`src/rtl/meas_sequencer.sv`:
```
// meas_sequencer: drives the measurement FIFO control pins through one capture:
// clear the FIFO, skip the ADC pipeline samples, write a fixed number of samples,
// then hand the FIFO over to the SPI readout.
`timescale 1ns/1ps
module meas_sequencer #(
    parameter int unsigned MEAS_POINTS    = 4096,
    parameter int unsigned CLEAR_CYCLES   = 2,
    parameter int unsigned SETTLE_SAMPLES = 4
) (
    input  logic        sys_clk,
    input  logic        rst,
    input  logic        start_meas,
    input  logic        start_read,
    input  logic        abort,
    input  logic        adc_conv_clk,
    input  logic        fifo_full,
    input  logic        fifo_empty,
    output logic        fifo_clear,
    output logic        fifo_wr_en,
    output logic        fifo_rd_en,
    output logic        busy,
    output logic        meas_done,
    output logic        cmd_rejected,
    output logic [12:0] point_cnt
);

    localparam int unsigned PCW = 13;
    localparam int unsigned CLW = (CLEAR_CYCLES > 1) ? $clog2(CLEAR_CYCLES) : 1;
    localparam int unsigned SW  = 4;
    localparam logic [PCW-1:0] MEAS_MAX  = PCW'(MEAS_POINTS);
    localparam logic [CLW-1:0] CLR_LAST  = CLW'(CLEAR_CYCLES - 1);
    localparam logic [SW-1:0]  SETTLE_N  = SW'(SETTLE_SAMPLES);

    typedef enum logic [2:0] {
        S_IDLE, S_CLEAR, S_SETTLE, S_CAPTURE, S_DONE, S_READ
    } state_t;

    state_t         state_q, state_d;
    logic           clear_q, clear_d;
    logic           wr_q, wr_d;
    logic           rd_q, rd_d;
    logic           busy_q, busy_d;
    logic           done_q, done_d;
    logic           rej_q, rej_d;
    logic [PCW-1:0] pcnt_q, pcnt_d;
    logic [CLW-1:0] clr_cnt_q, clr_cnt_d;
    logic [SW-1:0]  settle_cnt_q, settle_cnt_d;

    logic conv_s1_q, conv_s2_q, conv_h_q;
    logic conv_fall, conv_rise;
    logic [PCW-1:0] pcnt_inc;

    // Edge strobes from the synchronised conversion clock (act on the third sys_clk edge after the pin edge)
    assign conv_fall = conv_h_q & ~conv_s2_q;
    assign conv_rise = ~conv_h_q & conv_s2_q;
    assign pcnt_inc  = (pcnt_q == MEAS_MAX) ? pcnt_q : pcnt_q + PCW'(1);

    // Two-flop synchroniser plus history flop for adc_conv_clk
    always_ff @(posedge sys_clk or posedge rst) begin
        if (rst) begin
            conv_s1_q <= 1'b0;
            conv_s2_q <= 1'b0;
            conv_h_q  <= 1'b0;
        end else begin
            conv_s1_q <= adc_conv_clk;
            conv_s2_q <= conv_s1_q;
            conv_h_q  <= conv_s2_q;
        end
    end

    // Next-state and registered-output decode; abort overrides everything
    always_comb begin
        state_d      = state_q;
        clear_d      = 1'b0;
        wr_d         = 1'b0;
        rd_d         = 1'b0;
        done_d       = 1'b0;
        rej_d        = 1'b0;
        pcnt_d       = pcnt_q;
        clr_cnt_d    = clr_cnt_q;
        settle_cnt_d = settle_cnt_q;

        if (abort) begin
            state_d = S_IDLE;
        end else begin
            if (state_q != S_IDLE) begin
                rej_d = start_meas | start_read;
            end
            case (state_q)
                S_IDLE: begin
                    if (start_meas) begin
                        state_d      = S_CLEAR;
                        clear_d      = 1'b1;
                        pcnt_d       = '0;
                        clr_cnt_d    = '0;
                        settle_cnt_d = '0;
                    end else if (start_read) begin
                        if (!fifo_empty) begin
                            state_d = S_READ;
                            rd_d    = 1'b1;
                        end else begin
                            rej_d = 1'b1;
                        end
                    end
                end
                S_CLEAR: begin
                    if (clr_cnt_q == CLR_LAST) begin
                        state_d = S_SETTLE;
                    end else begin
                        clear_d   = 1'b1;
                        clr_cnt_d = clr_cnt_q + CLW'(1);
                    end
                end
                S_SETTLE: begin
                    // Start writing on a rising edge so wr_en moves while the conv clock is high
                    if (settle_cnt_q == SETTLE_N) begin
                        if (conv_rise) begin
                            state_d = S_CAPTURE;
                            wr_d    = 1'b1;
                        end
                    end else if (conv_fall) begin
                        settle_cnt_d = settle_cnt_q + SW'(1);
                    end
                end
                S_CAPTURE: begin
                    wr_d = 1'b1;
                    if ((pcnt_q == MEAS_MAX) || (fifo_full && wr_q)) begin
                        wr_d    = 1'b0;
                        done_d  = 1'b1;
                        state_d = S_DONE;
                    end else if (conv_fall) begin
                        pcnt_d = pcnt_inc;
                    end
                end
                S_DONE: begin
                    state_d = S_IDLE;
                end
                S_READ: begin
                    if (fifo_empty) begin
                        state_d = S_IDLE;
                    end else begin
                        rd_d = 1'b1;
                    end
                end
                default: begin
                    state_d = S_IDLE;
                end
            endcase
        end
        busy_d = (state_d != S_IDLE);
    end

    // State and output registers
    always_ff @(posedge sys_clk or posedge rst) begin
        if (rst) begin
            state_q      <= S_IDLE;
            clear_q      <= 1'b0;
            wr_q         <= 1'b0;
            rd_q         <= 1'b0;
            busy_q       <= 1'b0;
            done_q       <= 1'b0;
            rej_q        <= 1'b0;
            pcnt_q       <= '0;
            clr_cnt_q    <= '0;
            settle_cnt_q <= '0;
        end else begin
            state_q      <= state_d;
            clear_q      <= clear_d;
            wr_q         <= wr_d;
            rd_q         <= rd_d;
            busy_q       <= busy_d;
            done_q       <= done_d;
            rej_q        <= rej_d;
            pcnt_q       <= pcnt_d;
            clr_cnt_q    <= clr_cnt_d;
            settle_cnt_q <= settle_cnt_d;
        end
    end

    assign fifo_clear   = clear_q;
    assign fifo_wr_en   = wr_q;
    assign fifo_rd_en   = rd_q;
    assign busy         = busy_q;
    assign meas_done    = done_q;
    assign cmd_rejected = rej_q;
    assign point_cnt    = pcnt_q;

endmodule
```
`config.mk`:
```
export PLATFORM = sky130hd
export DESIGN_NAME = meas_sequencer
export DESIGN_NICKNAME = d
export VERILOG_FILES = /design/src/rtl/meas_sequencer.sv
export SDC_FILE = /design/constraint.sdc
export NUM_CORES = 1
export LEC_CHECK = 0
export CAP_MARGIN = 20
export CORE_MARGIN = 5
export CORE_UTILIZATION = 56
export DETAILED_ROUTE_END_ITERATION = 12
export DONT_BUFFER_PORTS = 1
export HOLD_SLACK_MARGIN = 0.02
export PLACE_DENSITY = 0.78
export REMOVE_ABC_BUFFERS = 1
export SYNTH_ARGS = -nofsm -noshare
export SYNTH_HDL_FRONTEND = slang
export SYNTH_SLANG_ARGS = --single-unit
```
`constraint.sdc`:
```
create_clock -name sys_clk -period 1.9 [get_ports sys_clk]
set_input_delay 0.095 -clock sys_clk [delete_from_list [all_inputs] [get_ports sys_clk]]
set_output_delay 0.095 -clock sys_clk [all_outputs]
set_load 0.01 [all_outputs]
```
==> results.sh, run 1 <==
export IMPL_finish_net_count=224
export IMPL_required_ps=2130
export IMPL_slew_margin_rel_pct=67.3
export IMPL_pin_count=27
export IMPL_cts_reportedPaths_clkPinSlew_ps=100
export IMPL_clockRootBuffer="sky130_fd_sc_hd__clkbuf_4"
export IMPL_initial_antenna_violation_count=0
export IMPL_synth_cell_types=54
export IMPL_fmax_ghz=0.515
export IMPL_max_cap_violations=0
export IMPL_violations="negative setup slack"
export IMPL_critical_path_class="reg2reg"
export IMPL_yosys_warnings=0
export IMPL_cts_bufs_inserted=5
export IMPL_finalWorstSetupSlack_ps=-40.0
export IMPL_fin_total_pwr_mw=1.82
export IMPL_chipHeight_um=66.9
export IMPL_power_density_nw_per_um2=816
export IMPL_rows=20
export IMPL_wirelength_um=4400
export IMPL_final_report_setup_violation_count=1
export IMPL_initial_standard_cell_utilization_of_the_core_pct=59.0
export IMPL_post_route_period_util_pct=102
export IMPL_seq_area_frac_synth_pct=41.4
export IMPL_timing_hold_violations_final=0
export IMPL_h_tree_level_count=2
export IMPL_num_antenna_cells=0
export IMPL_remaining_drc_errors=0
export IMPL_fraction_of_final_layout_cells_with_drive_strength_greater_than_1_pct=28.6
export IMPL_place_area_sq_um=2030
export IMPL_largest_net_degree_at_the_start_of_global_routing=31
export IMPL_clk_path_buf_depth=2
export IMPL_holdCritPathClass="in2reg"
export IMPL_source_to_sink_clock_delay_at_the_later_pin_of_the_worst_skew_pair_ps=340
export IMPL_ys_ff_latch=30
export IMPL_vias_per_cell=6.09
export IMPL_vias=1566
export IMPL_outcome="complete, but fails checks"
export IMPL_tritoncts="done"
export IMPL_gp_congestion=0.881
export IMPL_die_area_sq_um=4480
export IMPL_critPathMaxFanout=13
export IMPL_fin_crit_ps=1940
export IMPL_count_of_buffers_inserted_at_the_top_level_ports=0
export IMPL_yosys_cell_count_top_type="sky130_fd_sc_hd__dfrtp_1"
export IMPL_placeableCoreArea_sq_um=3080
export IMPL_globalRoute_totalOverflow=0
export IMPL_largest_register_ff_count=13
export IMPL_total_leakage_power_nw=1.00
export IMPL_synth_cells=181
export IMPL_first_global_vias=1528
export IMPL_asr_flop_ratio_synth_pct=100
export IMPL_rsz_0062_raised_after_global_routing="true"
export IMPL_critical_path_source_type="flip-flop"
export IMPL_area_delta_synth_final_pct=22.7
export IMPL_vdd_drop_max_mv=0.520
export IMPL_nFillCells=222
export IMPL_worst_pin_slew_ps=489
export IMPL_numClockSinks=30
export IMPL_synthTopCellsByCount="30 x sky130_fd_sc_hd__dfrtp_1, 15 x sky130_fd_sc_hd__nand2_1, 13 x sky130_fd_sc_hd__inv_1"
export IMPL_synth_top_cell_area_share_pct=41.4
export IMPL_postRouteAntennaNets=0
export IMPL_final_cell_area_sq_um=2230
export IMPL_syn_area_sq_um=1820
export IMPL_worst_clock_skew_ps=9.20
export IMPL_post_drt_wl_per_cell_um=17.1
export IMPL_floorplan_die_width_um=66.9
export IMPL_synth_top_flop_cell="sky130_fd_sc_hd__dfrtp_1"
export IMPL_wire_length_of_the_first_global_routing_pass_um=7560
export IMPL_synth_area_top_cells="sky130_fd_sc_hd__dfrtp_1 41%, sky130_fd_sc_hd__mux2i_1 5.0%, sky130_fd_sc_hd__nand2b_1 3.4%, sky130_fd_sc_hd__nand2_1 3.1%, sky130_fd_sc_hd__ha_1 2.8%"
export IMPL_synth_edf_count=0
export IMPL_detailed_place_hpwl_um=3150
export IMPL_grt_usage_pct=22.6
export IMPL_drt_iter0_drc=127
export IMPL_drt_pre_antenna_iters=4
export IMPL_worst_ep_arrival_time_ps=2170
export IMPL_final_count_of_pins_violating_max_slew=0
export IMPL_finalSetupTns_ps=-40.0
export IMPL_netlist_top_cell_by_area="sky130_fd_sc_hd__dfrtp_1"
export IMPL_critical_path_endpoint_type="flip-flop"
export IMPL_post_synth_cell_area_avg_sq_um=10.0
through the flow:
stage / std cells / utilization, % / setup slack (ps) / hold slack [ps]
final: 257 / 72.4 / -40.0 / 36.6
after global routing: 257 / 72.4 / -98.9 / 74.2
after CTS: 257 / 71.1 / -39.5 / 29.1
after detailed placement: 241 / 65.8 / -79.2 / 87.8
after global placement: 241 / 65.8 / 6.34 / 80.1
after floorplan: 169 / - / -125 / 126
placed cells by master (no fill, tap or decap), drive strengths merged, types with 7 or more instances in the layout:
master and n:
inv 13, nand2 15, buf 29, o31ai 7
dfrtp 30, nand2b 10, or4 7, dlygate4sd3 7
a21oi 8, mux2i 9
per-layer routing:
| layer | track usage, % | part of all wire [%] | vias up |
|---|---|---|---|
| met5 | 0 | 0 | - |
| met4 | 6.84 | 2.0 | 0 |
| met3 | 5.56 | 8.3 | 15 |
| met2 | 37.3 | 48 | 54 |
| met1 | 29.1 | 42 | 761 |
| li1 | - | - | 736 |
what timing repair did:
action / 4_1_cts / 5_1_grt
gates resized for setup: 4 / 12
pin swaps: 1 / 2
hold buffers: 7 / 0
hold endpoints to repair: 37 / 0
setup buffers: 1 / 0
setup endpoints to repair: 11 / 17
cell families after synthesis:
| group | after synthesis | synth area share, % |
|---|---|---|
| and+or+nand+nor | 70 | 25.5 |
| AOI/OAI and AO/OA | 42 | 18.2 |
| DFF | 30 | 41.4 |
| buffers and inverters | 25 | 6.41 |
| muxes | 10 | 5.79 |
| adders and majority gates | 4 | 2.76 |
area by class of cell:
| type | count | area, sq um | share of cell area [%] |
|---|---|---|---|
| inverters | 13 | 48.8 | 2.19 |
| clock buffers | 5 | 37.5 | 1.68 |
| flip-flops and latches | 30 | 754 | 33.9 |
| multi-input cells | 126 | 992 | 44.5 |
| well taps | 44 | 55.1 | 2.47 |
| clock inverters | 3 | 40.0 | 1.80 |
| repair buffers | 36 | 300 | 13.5 |
where the power goes:
group          leakage [nW]  internal [mW]  switching [mW]
clock                0.0450          0.272           0.230
sequential            0.400          0.709          0.0877
combinational         0.555          0.241           0.278
path summary, 6_finish.rpt:
path	startpoint	endpoint	slack, ps	cells after the start
setup reg to reg	point_cnt[0]$_DFFE_PP0P_	point_cnt[0]$_DFFE_PP0P_	-40	7
setup / recovery	point_cnt[0]$_DFFE_PP0P_	point_cnt[0]$_DFFE_PP0P_	-40	7
hold / removal	abort	state_q[0]$_DFF_PP0_	40	3
hold reg to reg	conv_s1_q$_DFF_PP0_	conv_s2_q$_DFF_PP0_	360	0
min in group asynchronous	rst	point_cnt[8]$_DFFE_PP0P_	260	3
max in group asynchronous	rst	state_q[1]$_DFF_PP0_	1340	3
critical path, stage by stage (launching register included):
cell and delay (ps):
sky130_fd_sc_hd__dfrtp_1 410, sky130_fd_sc_hd__inv_2 90, sky130_fd_sc_hd__ha_4 130, sky130_fd_sc_hd__or4b_4 460
sky130_fd_sc_hd__o31ai_4 230, sky130_fd_sc_hd__buf_12 180, sky130_fd_sc_hd__nor3_2 60, sky130_fd_sc_hd__mux2_4 270
Note: power is estimated with default switching activity, not from simulation.
==> run 2: changes to the inputs <==
--- a/config.mk
+++ b/config.mk
@@ -5,6 +5,7 @@
 export SDC_FILE = /design/constraint.sdc
 export NUM_CORES = 1
 export LEC_CHECK = 0
+export ABC_AREA = 1
 export CAP_MARGIN = 20
 export CORE_MARGIN = 5
 export CORE_UTILIZATION = 56
==> run 2 against run 1 <==
Effect of this change:
- the run now ends clean
- via count down 12%
- power down 25%
- global-route usage down 5.0 points
- worst setup slack better by 370 ps
- critical path type unchanged
==> results.sh, run 2 <==
export IMPL_outcome="finished clean"
export IMPL_vdd_drop_max_mv=0.355
export IMPL_final_report_setup_violation_count=0
export IMPL_synth_area_top_cells="sky130_fd_sc_hd__dfrtp_1 43%, sky130_fd_sc_hd__nand2_1 11%, sky130_fd_sc_hd__nor2_1 6.1%, sky130_fd_sc_hd__nand3_1 5.8%, sky130_fd_sc_hd__inv_1 5.6%"
export IMPL_pwr_share_clk_pct=27.3
export IMPL_rsz_0062_raised_after_global_routing="false"
export IMPL_floorplan_die_width_um=65.7
export IMPL_post_cts_hold_buffer_count=7
export IMPL_synth_top_flop_cell="sky130_fd_sc_hd__dfrtp_1"
export IMPL_worst_r2r_startpoint="state_q[2]$_DFF_PP0_"
export IMPL_largest_net_degree_at_the_start_of_global_routing=31
export IMPL_part_of_the_total_power_dissipated_in_combinational_logic_pct=19.5
export IMPL_fraction_of_final_layout_cells_with_drive_strength_greater_than_1_pct=15.9
export IMPL_vias=1375
export IMPL_h_tree_level_count=2
export IMPL_min_delay_path_depth=4
export IMPL_critical_path_endpoint_type="flip-flop"
export IMPL_die_area_sq_um=4320
export IMPL_sw_share_pct=30.1
export IMPL_critical_path_source_type="flip-flop"
export IMPL_critical_path_class="reg2reg"
export IMPL_seq_area_frac_synth_pct=43.2
export IMPL_post_drt_wl_per_cell_um=12.0
export IMPL_required_ps=2120
export IMPL_finalWorstSetupSlack_ps=333
export IMPL_wirelength_um=3190
export IMPL_worst_ep_arrival_time_ps=1790
export IMPL_mostFrequentLayoutCell="sky130_fd_sc_hd__nand2_1"
export IMPL_initial_standard_cell_utilization_of_the_core_pct=57.8
export IMPL_fmax_ghz=0.638
export IMPL_globalRoute_totalOverflow=0
export IMPL_grt_usage_pct=17.6
export IMPL_timing_hold_violations_final=0
export IMPL_synth_edf_count=0
export IMPL_fin_total_pwr_mw=1.36
export IMPL_pin_count=27
export IMPL_clockRootBuffer="sky130_fd_sc_hd__clkbuf_4"
export IMPL_initial_antenna_violation_count=0
export IMPL_netlist_top_cell_by_area="sky130_fd_sc_hd__dfrtp_1"
export IMPL_gp_congestion=0.830
export IMPL_source_to_sink_clock_delay_at_the_later_pin_of_the_worst_skew_pair_ps=330
export IMPL_vias_per_cell=5.19
export IMPL_top_usage_layer="met2"
export IMPL_area_delta_synth_final_pct=9.37
export IMPL_cts_bufs_inserted=5
export IMPL_holdCritPathClass="in2reg"
export IMPL_largest_register_ff_count=13
export IMPL_pre_cts_ws_ps=356
export IMPL_final_count_of_pins_violating_max_slew=0
export IMPL_synthTopCellsByCount="53 x sky130_fd_sc_hd__nand2_1, 30 x sky130_fd_sc_hd__dfrtp_1, 28 x sky130_fd_sc_hd__nor2_1"
export IMPL_count_of_buffers_inserted_at_the_top_level_ports=0
export IMPL_worst_clock_skew_ps=11.5
export IMPL_tritoncts="done"
export IMPL_drt_pre_antenna_iters=4
export IMPL_total_switching_power_mw=0.409
export IMPL_worst_pin_slew_ps=367
export IMPL_met3_usage_pct=5.30
export IMPL_cts_reportedPaths_clkPinSlew_ps=90
export IMPL_power_share_sequential_pct=53.3
export IMPL_timing_reg2reg_setup_slack_ps=330
export IMPL_finalSetupTns_ps=0
export IMPL_worst_r2r_endpoint="cmd_rejected$_DFF_PP0_"
export IMPL_post_route_period_util_pct=82.5
export IMPL_max_cap_violations=0
export IMPL_postRouteAntennaNets=0
export IMPL_chipHeight_um=65.7
export IMPL_r2r_worst_path_cells=5
export IMPL_wire_length_of_the_first_global_routing_pass_um=5730
export IMPL_fin_crit_ps=1570
export IMPL_clk_path_buf_depth=2
export IMPL_synth_cell_types=24
export IMPL_remaining_drc_errors=0
export IMPL_crit_path_end="cmd_rejected$_DFF_PP0_"
export IMPL_yosys_cell_count_top_type="sky130_fd_sc_hd__nand2_1"
export IMPL_num_antenna_cells=0
export IMPL_groute_layer_met1_usage_pct=22.5
export IMPL_ys_ff_latch=30
export IMPL_finish_net_count=245
export IMPL_grtUsageMet2_pct=26.0
export IMPL_synth_top_cell_area_share_pct=43.2
export IMPL_power_density_nw_per_um2=715
export IMPL_commonest_cells_after_routing_fill_and_taps_aside="53 x sky130_fd_sc_hd__nand2_1, 30 x sky130_fd_sc_hd__dfrtp_1, 28 x sky130_fd_sc_hd__nor2_1, 26 x sky130_fd_sc_hd__inv_1, 20 x sky130_fd_sc_hd__nand3_1"
export IMPL_rows=20
export IMPL_syn_area_sq_um=1740
export IMPL_post_synth_cell_area_avg_sq_um=7.93
export IMPL_yosys_warnings=0
export IMPL_post_cts_setup_buffers=0
export IMPL_critPathMaxFanout=4
export IMPL_slew_margin_rel_pct=75.6
export IMPL_drt_iter0_drc=62
export IMPL_power_internal_mw=0.950
export IMPL_postCtsResizedCells=0
export IMPL_asr_flop_ratio_synth_pct=100
export IMPL_synth_cells=219
export IMPL_numClockSinks=30
export IMPL_first_global_vias=1279
export IMPL_worstSetupStartpoint="state_q[2]$_DFF_PP0_"
export IMPL_detailed_place_hpwl_um=2300
export IMPL_placeableCoreArea_sq_um=3000
export IMPL_total_leakage_power_nw=0.969
[run 2: metrics by stage]
step	instance area [sq um]	util, %	hold slack, ps	instances
5_1_grt	1900	63.2	90.6	265
3_3_place_gp	1780	59.2	78.4	252
2_1_floorplan	1700	-	126	216
6_report	1900	63.2	85.6	265
4_1_cts	1900	63.2	68.7	265
3_5_place_dp	1780	59.2	78.2	252
[run 2: cell type report]
class	count	area, sq um
fill	273	1100
tap	33	41.3
multi-input combinational	159	850
clock buffer	6	51.3
sequential	30	751
timing repair buffer	10	105
inverter	27	101
[run 2: worst min-delay path by stage]
stage	slack, ps	startpoint	endpoint
global route	90	abort	point_cnt[7]$_DFFE_PP0P_
global placement	80	rst	settle_cnt_q[1]$_DFFE_PP0P_
floorplan	130	adc_conv_clk	conv_s1_q$_DFF_PP0_
finish	90	fifo_empty	fifo_rd_en$_DFF_PP0_
detailed placement	80	rst	conv_s1_q$_DFF_PP0_
CTS	70	fifo_empty	fifo_rd_en$_DFF_PP0_
[run 2: worst max-delay path, stage by stage, from the launching register on]
cell and delay [ps]:
sky130_fd_sc_hd__dfrtp_1 430, sky130_fd_sc_hd__nor2_2 180, sky130_fd_sc_hd__nand4_1 150, sky130_fd_sc_hd__o211ai_1 110, sky130_fd_sc_hd__dlygate4sd3_1 560, sky130_fd_sc_hd__nor2_1 40
[run 2: kinds of logic after synthesis]
group | after synthesis | synth area share (%)
xor gates and xnor gates | 8 | 4.03
AOI/OAI and AO/OA | 21 | 8.57
and+or+nand+nor | 126 | 33.4
adders and majority gates | 4 | 2.88
buffers and inverters | 30 | 7.85
DFF | 30 | 43.2
[run 2: layer usage]
metal	vias to the layer above	routed length [um]
met2	31	1410
met4	0	72
li1	711	-
met1	626	1540
met3	7	171
met5	-	0
[run 2: power by group through the flow]
stage | Clock (mW) | Combinational (mW) | Sequential [mW]
final | 0.371 | 0.264 | 0.724
after global routing | 0.423 | 0.301 | 0.731
after CTS | 0.387 | 0.266 | 0.724
after detailed placement | 0 | 0.240 | 0.737
after global placement | 0 | 0.239 | 0.736
after floorplan | 0 | 0.189 | 0.729
==> run 3: changes to the inputs <==
--- a/config.mk
+++ b/config.mk
@@ -5,14 +5,14 @@
 export SDC_FILE = /design/constraint.sdc
 export NUM_CORES = 1
 export LEC_CHECK = 0
-export ABC_AREA = 1
+export ABC_AREA = 0
 export CAP_MARGIN = 20
 export CORE_MARGIN = 5
 export CORE_UTILIZATION = 56
 export DETAILED_ROUTE_END_ITERATION = 12
 export DONT_BUFFER_PORTS = 1
 export HOLD_SLACK_MARGIN = 0.02
-export PLACE_DENSITY = 0.78
+export PLACE_DENSITY = 0.75
 export REMOVE_ABC_BUFFERS = 1
 export SYNTH_ARGS = -nofsm -noshare
 export SYNTH_HDL_FRONTEND = slang
==> constraint.sdc (replaced) <==
create_clock -name sys_clk -period 1.5 [get_ports sys_clk]
set_input_delay 0.075 -clock sys_clk [delete_from_list [all_inputs] [get_ports sys_clk]]
set_output_delay 0.075 -clock sys_clk [all_outputs]
set_load 0.01 [all_outputs]
==> run 3 against run 2 <==
Effect of this change:
- the run now ends with negative setup slack left
- first-iteration DRC count increased to 3.0 times the previous value
- sequential power up 38%
- clock-buffer cell count rose by 1
==> results.sh, run 3 (synthesis gave the netlist of run 1 again) <==
export IMPL_mostFrequentLayoutCell="sky130_fd_sc_hd__buf_4"
export IMPL_initial_antenna_violation_count=0
export IMPL_timing_hold_violations_final=0
export IMPL_critical_path_class="reg2reg"
export IMPL_crit_path_end="busy$_DFF_PP0_"
export IMPL_power_share_sequential_pct=38.0
export IMPL_post_route_period_util_pct=129
export IMPL_h_tree_level_count=2
export IMPL_worst_r2r_startpoint="point_cnt[0]$_DFFE_PP0P_"
export IMPL_die_area_sq_um=4480
export IMPL_timing_reg2reg_setup_slack_ps=-440
export IMPL_worstSetupStartpoint="point_cnt[0]$_DFFE_PP0P_"
export IMPL_min_delay_path_depth=2
export IMPL_cts_reportedPaths_clkPinSlew_ps=90
export IMPL_clk_path_buf_depth=2
export IMPL_num_antenna_cells=0
export IMPL_nFillCells=169
export IMPL_worst_ep_arrival_time_ps=2140
export IMPL_area_delta_synth_final_pct=46.2
export IMPL_required_ps=1700
export IMPL_power_internal_mw=1.66
export IMPL_worst_pin_slew_ps=476
export IMPL_largest_register_ff_count=13
export IMPL_finish_utilization_pct=86.2
export IMPL_source_to_sink_clock_delay_at_the_later_pin_of_the_worst_skew_pair_ps=340
export IMPL_register_area_sq_um=752
export IMPL_fin_total_pwr_mw=2.64
export IMPL_worst_clock_skew_ps=4.74
export IMPL_wirelength_um=6520
export IMPL_max_cap_violations=0
export IMPL_placeableCoreArea_sq_um=3080
export IMPL_count_of_buffers_inserted_at_the_top_level_ports=0
export IMPL_fmax_ghz=0.515
export IMPL_numClockSinks=30
export IMPL_drt_pre_antenna_iters=6
export IMPL_gp_congestion=0.902
export IMPL_slew_margin_rel_pct=68.2
export IMPL_pre_cts_ws_ps=-484
export IMPL_critPathMaxFanout=13
export IMPL_worst_r2r_endpoint="busy$_DFF_PP0_"
export IMPL_largest_net_degree_at_the_start_of_global_routing=31
export IMPL_tritoncts="done"
export IMPL_total_leakage_power_nw=1.17
export IMPL_detailed_place_hpwl_um=3460
export IMPL_pwr_share_clk_pct=19.5
export IMPL_outcome="complete, but fails checks"
export IMPL_grt_usage_pct=28.2
export IMPL_fraction_of_final_layout_cells_with_drive_strength_greater_than_1_pct=46.5
export IMPL_cts_bufs_inserted=5
export IMPL_final_report_setup_violation_count=24
export IMPL_remaining_drc_errors=0
export IMPL_drt_iter0_drc=186
export IMPL_r2r_worst_path_cells=7
export IMPL_postRouteAntennaNets=0
export IMPL_finish_net_count=254
export IMPL_vias=1921
export IMPL_first_global_vias=1882
export IMPL_sw_share_pct=37.2
export IMPL_wire_length_of_the_first_global_routing_pass_um=9300
export IMPL_critical_path_source_type="flip-flop"
export IMPL_vdd_drop_max_mv=0.827
export IMPL_initial_standard_cell_utilization_of_the_core_pct=59.0
export IMPL_rows=20
export IMPL_finalSetupTns_ps=-7800
export IMPL_holdCritPathClass="in2reg"
export IMPL_power_density_nw_per_um2=995
export IMPL_chipHeight_um=66.9
export IMPL_hold_slack_ps=46.3
export IMPL_critical_path_endpoint_type="flip-flop"
export IMPL_vias_per_cell=6.69
export IMPL_fin_crit_ps=1940
export IMPL_final_count_of_pins_violating_max_slew=0
export IMPL_total_switching_power_mw=0.981
export IMPL_clockRootBuffer="sky130_fd_sc_hd__clkbuf_4"
export IMPL_part_of_the_total_power_dissipated_in_combinational_logic_pct=42.5
export IMPL_finalWorstSetupSlack_ps=-442
export IMPL_globalRoute_totalOverflow=0
export IMPL_rsz_0062_raised_after_global_routing="true"
export IMPL_violations="negative setup slack"
export IMPL_multi_input_combinational_cell_area_sq_um=1190
export IMPL_commonest_cells_after_routing_fill_and_taps_aside="53 x sky130_fd_sc_hd__buf_4, 29 x sky130_fd_sc_hd__dfrtp_1, 15 x sky130_fd_sc_hd__nand2_1, 11 x sky130_fd_sc_hd__inv_1, 10 x sky130_fd_sc_hd__nand2b_1"
export IMPL_pin_count=27
export IMPL_post_drt_wl_per_cell_um=22.7
export IMPL_floorplan_die_width_um=66.9
==> run 3: metrics by stage <==
stage,std cells,area (sq um)
floorplan,169,1750
global placement,265,2210
detailed placement,265,2210
CTS,284,2500
global route,287,2650
finish,287,2650
==> run 3: critical path, cell delays in order, from the launching register on <==
cell and delay, ps:
sky130_fd_sc_hd__dfrtp_1 400, sky130_fd_sc_hd__inv_2 80, sky130_fd_sc_hd__ha_4 130, sky130_fd_sc_hd__or4b_4 470, sky130_fd_sc_hd__o31ai_4 220, sky130_fd_sc_hd__buf_12 180, sky130_fd_sc_hd__o21a_1 190, sky130_fd_sc_hd__nand4_1 120
==> run 3: final cells by class <==
class	count	area share (%)
multi-input combinational	126	44.9
sequential	30	28.3
timing repair buffer	66	20.6
clock buffer	7	2.07
tap	44	2.07
inverter	13	1.84
clock inverter	1	0.189
==> run 3: worst min-delay path by stage <==
stage,slack [ps],start,to
4_1_cts,20,start_meas,point_cnt[2]$_DFFE_PP0P_
3_3_place_gp,60,rst,settle_cnt_q[0]$_DFFE_PP0P_
3_5_place_dp,70,rst,settle_cnt_q[1]$_DFFE_PP0P_
6_report,50,start_meas,point_cnt[2]$_DFFE_PP0P_
5_1_grt,20,start_meas,point_cnt[8]$_DFFE_PP0P_
2_1_floorplan,110,adc_conv_clk,conv_s1_q$_DFF_PP0_
==> run 3: power groups by stage <==
| stage | clock network [mW] | logic, mW | registers, mW |
|---|---|---|---|
| CTS | 0.520 | 0.912 | 0.982 |
| global placement | 0 | 0.665 | 1.00 |
| global route | 0.568 | 1.18 | 1.01 |
| finish | 0.514 | 1.12 | 1.00 |
| floorplan | 0 | 0.353 | 1.02 |
| detailed placement | 0 | 0.701 | 1.00 |
==> run 3: layer usage <==
layer,up-vias,track usage (%),wire (um)
met2,130,46.3,3160
met5,-,0,0
met3,36,8.43,536
li1,802,-,-
met1,953,33.7,2530
met4,0,12.9,295
==> run 3: repair_timing <==
item / CTS / global route
endpoints found under the hold margin: 38 / 0
pin swaps: 17 / 13
hold buffers: 6 / 0
gates resized for setup: 34 / 26
setup buffers: 5 / 3
endpoints found under the setup margin: 24 / 26
